`src/rtl/pixel_arb_pkg.sv`:
```
// Shared types and constants for the framebuffer write-port arbiter.
package pixel_arb_pkg;

   localparam int X_W               = 10;
   localparam int Y_W               = 9;
   localparam int H_DEFAULT         = 640;
   localparam int V_DEFAULT         = 480;
   localparam int CLR_BURST_DEFAULT = 16;

   typedef enum logic [1:0] {
      IDLE,
      CLEAR,
      YIELD
   } arb_state_t;

endpackage

```
`src/rtl/clear_sweep_counter.sv`:
```
// Raster-order x/y position generator for the screen-clear engine.
// The position moves only on 'advance'. After the final location
// (H-1, V-1) has been used, 'done' latches and the position freezes
// until the next 'restart'.
module clear_sweep_counter
   import pixel_arb_pkg::*;
#(
   parameter int H = H_DEFAULT,
   parameter int V = V_DEFAULT
) (
   input  logic           CLOCK_50,
   input  logic           HRESETn,
   input  logic           restart,
   input  logic           advance,
   output logic [X_W-1:0] x,
   output logic [Y_W-1:0] y,
   output logic           last,
   output logic           done
);

   localparam logic [X_W-1:0] X_MAX = X_W'(H - 1);
   localparam logic [Y_W-1:0] Y_MAX = Y_W'(V - 1);

   assign last = (x == X_MAX) && (y == Y_MAX);

   // Step the sweep position in raster order; restart wins over advance.
   always_ff @(posedge CLOCK_50 or negedge HRESETn) begin
      if (!HRESETn) begin
         x    <= '0;
         y    <= '0;
         done <= 1'b0;
      end else if (restart) begin
         x    <= '0;
         y    <= '0;
         done <= 1'b0;
      end else if (advance && !done) begin
         if (last) begin
            done <= 1'b1;
         end else if (x == X_MAX) begin
            x <= '0;
            y <= y + 1'b1;
         end else begin
            x <= x + 1'b1;
         end
      end
   end

endmodule

```
`src/rtl/pixel_write_arbiter.sv`:
```
// Shares the framebuffer write port between CPU pixel writes and the
// full-screen clear engine. During a clear, the CPU is guaranteed a slot
// after at most CLR_BURST consecutive clear writes.
module pixel_write_arbiter
   import pixel_arb_pkg::*;
#(
   parameter int H_PIXELS  = H_DEFAULT,
   parameter int V_PIXELS  = V_DEFAULT,
   parameter int CLR_BURST = CLR_BURST_DEFAULT
) (
   input  logic           CLOCK_50,
   input  logic           HRESETn,
   input  logic           cpu_req,
   input  logic [X_W-1:0] cpu_x,
   input  logic [Y_W-1:0] cpu_y,
   input  logic           cpu_pixel,
   output logic           cpu_ack,
   input  logic           clr_start,
   input  logic           clr_value,
   output logic           clr_busy,
   output logic           clr_done,
   output logic           out_we,
   output logic [X_W-1:0] out_x,
   output logic [Y_W-1:0] out_y,
   output logic           out_pixel,
   input  logic           out_ready
);

   localparam int            BW        = $clog2(CLR_BURST + 1);
   localparam logic [BW-1:0] BURST_MAX = BW'(CLR_BURST);

   arb_state_t     state, state_next;
   logic [BW-1:0]  burst_cnt;
   logic           load_en;
   logic           sel_cpu, sel_clr, clr_accept;
   logic           last_accepted;
   logic           out_last;
   logic           clr_value_q;
   logic [X_W-1:0] sweep_x;
   logic [Y_W-1:0] sweep_y;
   logic           sweep_last, sweep_done;

   assign load_en       = !out_we || out_ready;
   assign last_accepted = out_we && out_ready && out_last;
   assign clr_busy      = (state != IDLE);

   clear_sweep_counter #(
      .H (H_PIXELS),
      .V (V_PIXELS)
   ) u_sweep (
      .CLOCK_50 (CLOCK_50),
      .HRESETn  (HRESETn),
      .restart  (clr_accept),
      .advance  (sel_clr),
      .x        (sweep_x),
      .y        (sweep_y),
      .last     (sweep_last),
      .done     (sweep_done)
   );

   // Next-state and source selection for the output register.
   always_comb begin
      // NOTE: every output of this block gets a default first, so no path leaves a latch.
      state_next = state;
      sel_cpu    = 1'b0;
      sel_clr    = 1'b0;
      clr_accept = 1'b0;
      case (state)
         IDLE: begin
            sel_cpu = load_en && cpu_req;
            if (clr_start) begin
               clr_accept = 1'b1;
               state_next = CLEAR;
            end
         end
         CLEAR: begin
            if (burst_cnt == BURST_MAX && cpu_req) begin
               // Grant the CPU right away when the port is free; if the
               // port is stalled, park in YIELD so no clear write slips in.
               if (load_en) sel_cpu = 1'b1;
               else         state_next = YIELD;
            end else begin
               sel_clr = load_en && !sweep_done;
            end
            if (last_accepted) state_next = IDLE;
         end
         YIELD: begin
            sel_cpu = load_en && cpu_req;
            if (load_en) state_next = last_accepted ? IDLE : CLEAR;
         end
         default: state_next = IDLE;
      endcase
   end

   // State register.
   always_ff @(posedge CLOCK_50 or negedge HRESETn) begin
      // NOTE: sequential state uses non-blocking assignments so every register samples pre-edge values.
      if (!HRESETn) state <= IDLE;
      else          state <= state_next;
   end

   // Burst counter: clear writes since the last CPU grant, saturating.
   always_ff @(posedge CLOCK_50 or negedge HRESETn) begin
      if (!HRESETn)                            burst_cnt <= '0;
      else if (clr_accept || sel_cpu)          burst_cnt <= '0;
      else if (sel_clr && burst_cnt != BURST_MAX) burst_cnt <= burst_cnt + 1'b1;
   end

   // Clear pixel value is latched only when a clear is actually started.
   always_ff @(posedge CLOCK_50 or negedge HRESETn) begin
      if (!HRESETn)        clr_value_q <= 1'b0;
      else if (clr_accept) clr_value_q <= clr_value;
   end

   // Output register: loads the selected write, or drops out_we when idle.
   always_ff @(posedge CLOCK_50 or negedge HRESETn) begin
      if (!HRESETn) begin
         out_we    <= 1'b0;
         out_x     <= '0;
         out_y     <= '0;
         out_pixel <= 1'b0;
         out_last  <= 1'b0;
      end else if (load_en) begin
         if (sel_cpu) begin
            out_we    <= 1'b1;
            out_x     <= cpu_x;
            out_y     <= cpu_y;
            out_pixel <= cpu_pixel;
            out_last  <= 1'b0;
         end else if (sel_clr) begin
            out_we    <= 1'b1;
            out_x     <= sweep_x;
            out_y     <= sweep_y;
            out_pixel <= clr_value_q;
            out_last  <= sweep_last;
         end else begin
            out_we    <= 1'b0;
            out_last  <= 1'b0;
         end
      end
   end

   // Handshake pulses: CPU capture acknowledge and end-of-clear.
   always_ff @(posedge CLOCK_50 or negedge HRESETn) begin
      if (!HRESETn) begin
         cpu_ack  <= 1'b0;
         clr_done <= 1'b0;
      end else begin
         cpu_ack  <= sel_cpu;
         clr_done <= last_accepted;
      end
   end

endmodule
```
`config.mk`:
```
export PLATFORM = sky130hd
export DESIGN_NAME = pixel_write_arbiter
export DESIGN_NICKNAME = d
export VERILOG_FILES = /design/src/rtl/pixel_arb_pkg.sv /design/src/rtl/clear_sweep_counter.sv /design/src/rtl/pixel_write_arbiter.sv
export SDC_FILE = /design/constraint.sdc
export NUM_CORES = 1
export LEC_CHECK = 0
export ABC_AREA = 1
export ABC_CLOCK_PERIOD_IN_PS = 2000
export CORE_MARGIN = 3
export CORE_UTILIZATION = 54
export DETAILED_ROUTE_END_ITERATION = 10
export PLACE_DENSITY = 0.83
export SLEW_MARGIN = 20
export SYNTH_ARGS = -nofsm -noshare
export SYNTH_HDL_FRONTEND = slang
export SYNTH_SLANG_ARGS = --single-unit
```
`constraint.sdc`:
```
create_clock -name CLOCK_50 -period 2 [get_ports CLOCK_50]
set_clock_uncertainty 0.2 [all_clocks]
set_input_delay 0.2 -clock CLOCK_50 [delete_from_list [all_inputs] [get_ports CLOCK_50]]
set_output_delay 0.2 -clock CLOCK_50 [all_outputs]
set_load 0.01 [all_outputs]
```
* Yosys cells after proc, flatten, opt, wreduce, memory -nomap -nowiden
Cells that the tools add are included.
Storage, ports and cells: register bits after elaboration 52, bits in latches 0, RAM bits 0, ROM bits 0, input port bits 26, logic and storage cells 89, memories 0
Operators by class: add/subtract/negate cells 3, multipliers 0, divide/modulo/power cells 0, order comparisons 0, equality and inequality tests 11, shifts and indexed selects 0, muxes and demuxes 37, bitwise operators 0, reductions and logical operators 25
Operator list (number):
- $mux 10 | 6
- $mux 9 | 6
- $mux 1 | 16
- $reduce_bool 2->1 | 6
- $add 10x1->10 const B | 1
- $eq 10x10->1 const B | 1
- $mux 2 | 5
- $mux 5 | 2
- $add 9x1->9 const B | 1
- $eq 9x9->1 const B | 1
- $logic_and 1x1->1 | 8
- $ne 2x2->1 const B | 3
- $ne 3x3->1 const B | 2
- $pmux 2 s3 | 1
- $reduce_and 2->1 | 3
- $add 5x1->5 const B | 1
- $eq 5x5->1 const B | 1
- $ne 5x5->1 const B | 1
- $reduce_and 4->1 | 1
- $reduce_and 3->1 | 1
- $eq 2x1->1 const B | 1
- $eq 2x2->1 const B | 1
- $logic_not 1->1 | 2
- $logic_not 2->1 | 1
- other kinds (3) | 4

* Depth between registers and ports, before layout
Gate-level depths: netlist of run 1.
depth after elaboration 8, gate-level depth with buffers 11, depth with buffers taken out 10

* Hierarchy
A second synthesis of run 1 with hierarchy kept.
Unflattened totals: cell total of the unflattened synthesis 455, area, all modules 3178.0 um^2
Modules (own cells, without submodules):
- pixel_write_arbiter | instances 1, cells each 261, area an instance 1840.5 um^2
- clear_sweep_counter | instances 1, cells each 194, area an instance 1337.5 um^2

* Worst setup path before layout of run 1
Ideal clock, no wire load.
path type register to register, from reg u_sweep.y[0], to reg u_sweep.x[2], arrival 1.394 ns, path slack 0.288 ns, stages on the path, launching flop included 11, path buffers 0, period minus slack after synthesis 1.712 ns, cells stage by stage dfrtp_1 ha_1 nand2_2 nor2_4 nand2_2 nor2_4 nand2_2 nand2_4 nand2_4 nand2_1 nand2_1
On the way: longest elaborated chain between the ends 4
RTL lines:
- start, declared | line clear_sweep_counter.sv:16 | output logic [Y_W-1:0] y,
- start signal, assigned | line clear_sweep_counter.sv:41 | y <= y + 1'b1;
- $eq 9x9->1 | line clear_sweep_counter.sv:24 | assign last = (x == X_MAX) && (y == Y_MAX);
- $logic_and 1x1->1 | line clear_sweep_counter.sv:24
- $ne 2x2->1 (no source line)
- $reduce_and 2->1 (no source line)
- end signal, assigned | line clear_sweep_counter.sv:43 | x <= x + 1'b1;
- end, declared | line clear_sweep_counter.sv:15 | output logic [X_W-1:0] x,
Every way passes these cells. A chain may end at the register's enable or synchronous reset.

* Final worst setup path of run 1
from reg u_sweep.y[0], to reg u_sweep.x[4]
The elaborated chain is that of the path after synthesis.

==> impl_metrics.env, run 1 <==
export IMPL_status="complete, no violations"
export IMPL_startpoint_type="flop"
export IMPL_globalRouteOverflowTotal=0
export IMPL_cp_slowest_cell="dfrtp_1"
export IMPL_syn_area_per_cell_sq_um=7.03
export IMPL_mostFrequentLayoutCells="nand2_1, nand3_1, dfrtp_1"
export IMPL_top_usage_layer="met2"
export IMPL_crit_path_start="u_sweep.y[0]$_DFFE_PN0P_"
export IMPL_ys_warnings_count=0
export IMPL_crit_type="flop to flop"
export IMPL_synth_area_leaders="dfrtp_1, nand2_1, nand3_1"
export IMPL_path_max_fanout=9
export IMPL_hold_path_class="input pin to asynchronous set/reset pin"
export IMPL_synthCells=436
export IMPL_drtIter0Drc=257
export IMPL_nNetsFinal=526
export IMPL_ys_types=27
export IMPL_final_common_cell="nand2_1"
export IMPL_yosysTopAreaCell="dfrtp_1"
export IMPL_clockBufferDepth=2
export IMPL_met1_usage_pct=35.0
export IMPL_areaGrowthSynthToFinish_pct=24.4
export IMPL_path_cells="ha_1 > nand2_2 > nor2_4 > nand2_2 > nor2_4 > nand2_2 > nand2_4 > nand2_4 > nand2_1 > nand2_1"
export IMPL_setup_viol=0
export IMPL_clock_latency_ns=0.29
export IMPL_max_freq_ghz=0.532
export IMPL_core_area_sq_um=5300
export IMPL_fillers=397
export IMPL_track_usage_pct=25.0
export IMPL_final_antenna_net_count=0
export IMPL_worstSetupEndpointType="flop"
export IMPL_worst_pin_slew_ns=0.523
export IMPL_yosysSeqAreaShare_pct=42.4
export IMPL_die_h_microns=81.3
export IMPL_portBuffers=49
export IMPL_routedWlPerCell_microns=13.7
export IMPL_h_tree_depth=2
export IMPL_regArea_sq_um=1300
export IMPL_cts_tree="done"
export IMPL_first_global_vias=2868
export IMPL_cts_root_buf="clkbuf_8"
export IMPL_grt_pass1_wl_microns=13100
export IMPL_first_pass_iters=4
export IMPL_finalInstanceArea_sq_um=3810
export IMPL_cts_made_buffers=5
export IMPL_drv_cap=0
export IMPL_vias_per_cell=5.40
export IMPL_grt_antenna_before_repair=0
export IMPL_powerDensity_nw_per_um2=1140
export IMPL_use_met2_pct=39.3
export IMPL_worstPathRequired_ns=1.98
export IMPL_initial_utilization_pct=57.8
export IMPL_die_x_microns=81.3
export IMPL_drive_gt1_share_pct=11.1
export IMPL_cts_num_sinks=52
export IMPL_gp_congestion=0.892
export IMPL_vias=3059
export IMPL_layout_min_cycle_time_ns=1.88
export IMPL_maxSlewHeadroom_pct=65.2
export IMPL_reg2reg_from="u_sweep.y[0]$_DFFE_PN0P_"
export IMPL_ys_ff_latch=52
export IMPL_ioPinCount=50
export IMPL_final_max_slew_violation_count=0
export IMPL_syn_area_sq_um=3070
export IMPL_drt_total_wl_microns=7760
export IMPL_final_hold_viol_count=0
export IMPL_vdd_drop_max_uv=749
export IMPL_route_detailed_drc=0
export IMPL_placed_area_sq_um=3700
export IMPL_rows=26
export IMPL_path_clk_slew_ns=0.09
export IMPL_max_stage_delay_ns=0.36
export IMPL_path_buf_inv=0
export IMPL_dp_hpwl_microns=5610
export IMPL_fin_crit_sh_pct=94.1
export IMPL_die_area_sq_um=6620
export IMPL_grt_max_degree=31
export IMPL_yosysTopAreaCellShare_pct=42.4
export IMPL_critical_path_top_delay_family="simple AND/OR/NAND/NOR gates"
export IMPL_cpMostUsedCell="nand2_2"
export IMPL_worst_endpoint_arrival_ns=1.87
export IMPL_fin_util_pct=71.9
export IMPL_grtUsageMet3_pct=5.43
export IMPL_antenna_cells=0
export IMPL_multi_input_area_sq_um=1560
export IMPL_p_leak_nw=1.99
export IMPL_syn_nets=466
sequential cells by signal, summed over array words and instances (netlist names):
register,flops
burst_cnt,5
out_last,1
u_sweep.x,10
state,2
out_pixel,1
clr_done,1
u_sweep.y,9
clr_value_q,1
out_y,9
out_x,10
u_sweep.done,1
cpu_ack,1
out_we,1
per-stage QoR:
step	hold slack (ns)	power (mW)	setup slack, ns	instances	TNS (ns)
2_1_floorplan	-0.296	2.88	0.288	436	0
3_3_place_gp	0.000245	3.67	0.107	556	0
3_5_place_dp	0.000645	3.74	0.0522	556	0
4_1_cts	0.217	4.30	0.0371	564	0
5_1_grt	0.262	4.69	-0.0000384	566	-0.0000384
6_report	0.204	4.34	0.119	566	0
path summary, 6_finish.rpt:
kind	slack, ns	cells after the start	endpoint
worst max-delay path	0.12	10	u_sweep.x[4]$_DFFE_PN0P_
worst min-delay path	0.20	2	cpu_ack$_DFF_PN0_
worst max register to register	0.12	10	u_sweep.x[4]$_DFFE_PN0P_
worst min register to register	0.28	2	out_y[0]$_DFFE_PN0P_
max in group asynchronous	0.84	3	u_sweep.x[0]$_DFFE_PN0P_
min in group CLOCK_50	0.23	3	clr_value_q$_DFFE_PN0P_
cell families (layout without fill, tap and decap cells):
group,after synthesis,after routing,share of synthesized area (%)
xor+xnor,1,1,0.286
simple gates,308,308,44.4
flops,52,52,42.4
buf+inv,50,110,6.57
compound gates,21,21,4.61
fa+ha+maj,4,4,1.63
cells in the mapped netlist:
master    instances
o21ai_2           3
o21bai_1          4
o21ai_4           1
nor3_1            1
inv_1            31
nor2_1           34
or2_2             1
nand2_4           3
nor2_4            5
a21oi_1           3
o21ai_0           9
nand2_1         186
xor2_1            1
inv_2             7
nand2_2           8
clkbuf_1          3
ha_1              4
nor2_2            1
a21o_2            1
nand3_2           1
dfrtp_1          52
nand4_1           7
buf_4             1
nand3_4           1
buf_2             8
nor3b_1           3
nand3_1          57
routing by layer:
metal | vias to the layer above | share of wire [%]
li1 | 1492 | -
met1 | 1394 | 45
met2 | 155 | 44
met3 | 18 | 9.3
met4 | 0 | 2.1
met5 | - | 0
final cells by class:
| type | count | area share, % |
|---|---|---|
| sequential | 52 | 34.2 |
| multi-input combinational | 334 | 41.0 |
| clock buffer | 6 | 1.90 |
| tap | 70 | 2.30 |
| clock inverter | 1 | 0.131 |
| inverter | 38 | 3.81 |
| timing repair buffer | 65 | 16.7 |
report_power, final:
group | internal, mW | switching, mW
clock | 0.239 | 0.314
sequential | 1.34 | 0.227
combinational | 0.885 | 1.33
total | 2.46 | 1.87
what timing repair did:
| item | 4_1_cts | 5_1_grt |
|---|---|---|
| resized for setup | 0 | 4 |
| endpoints found under the setup margin | 0 | 28 |
| hold buffers | 1 | 0 |
| hold endpoints to repair | 22 | 0 |
| setup buffers | 0 | 2 |
Note: power is estimated with default switching activity, not from simulation.
==> inputs of run 2 (changes only) <==
--- a/config.mk
+++ b/config.mk
@@ -10,6 +10,7 @@
 export CORE_MARGIN = 3
 export CORE_UTILIZATION = 54
 export DETAILED_ROUTE_END_ITERATION = 10
+export HOLD_SLACK_MARGIN = 0.06
 export PLACE_DENSITY = 0.83
 export SLEW_MARGIN = 20
 export SYNTH_ARGS = -nofsm -noshare
==> results of run 2 <==
Final layout, timing and power as in run 1 (identical DEF).
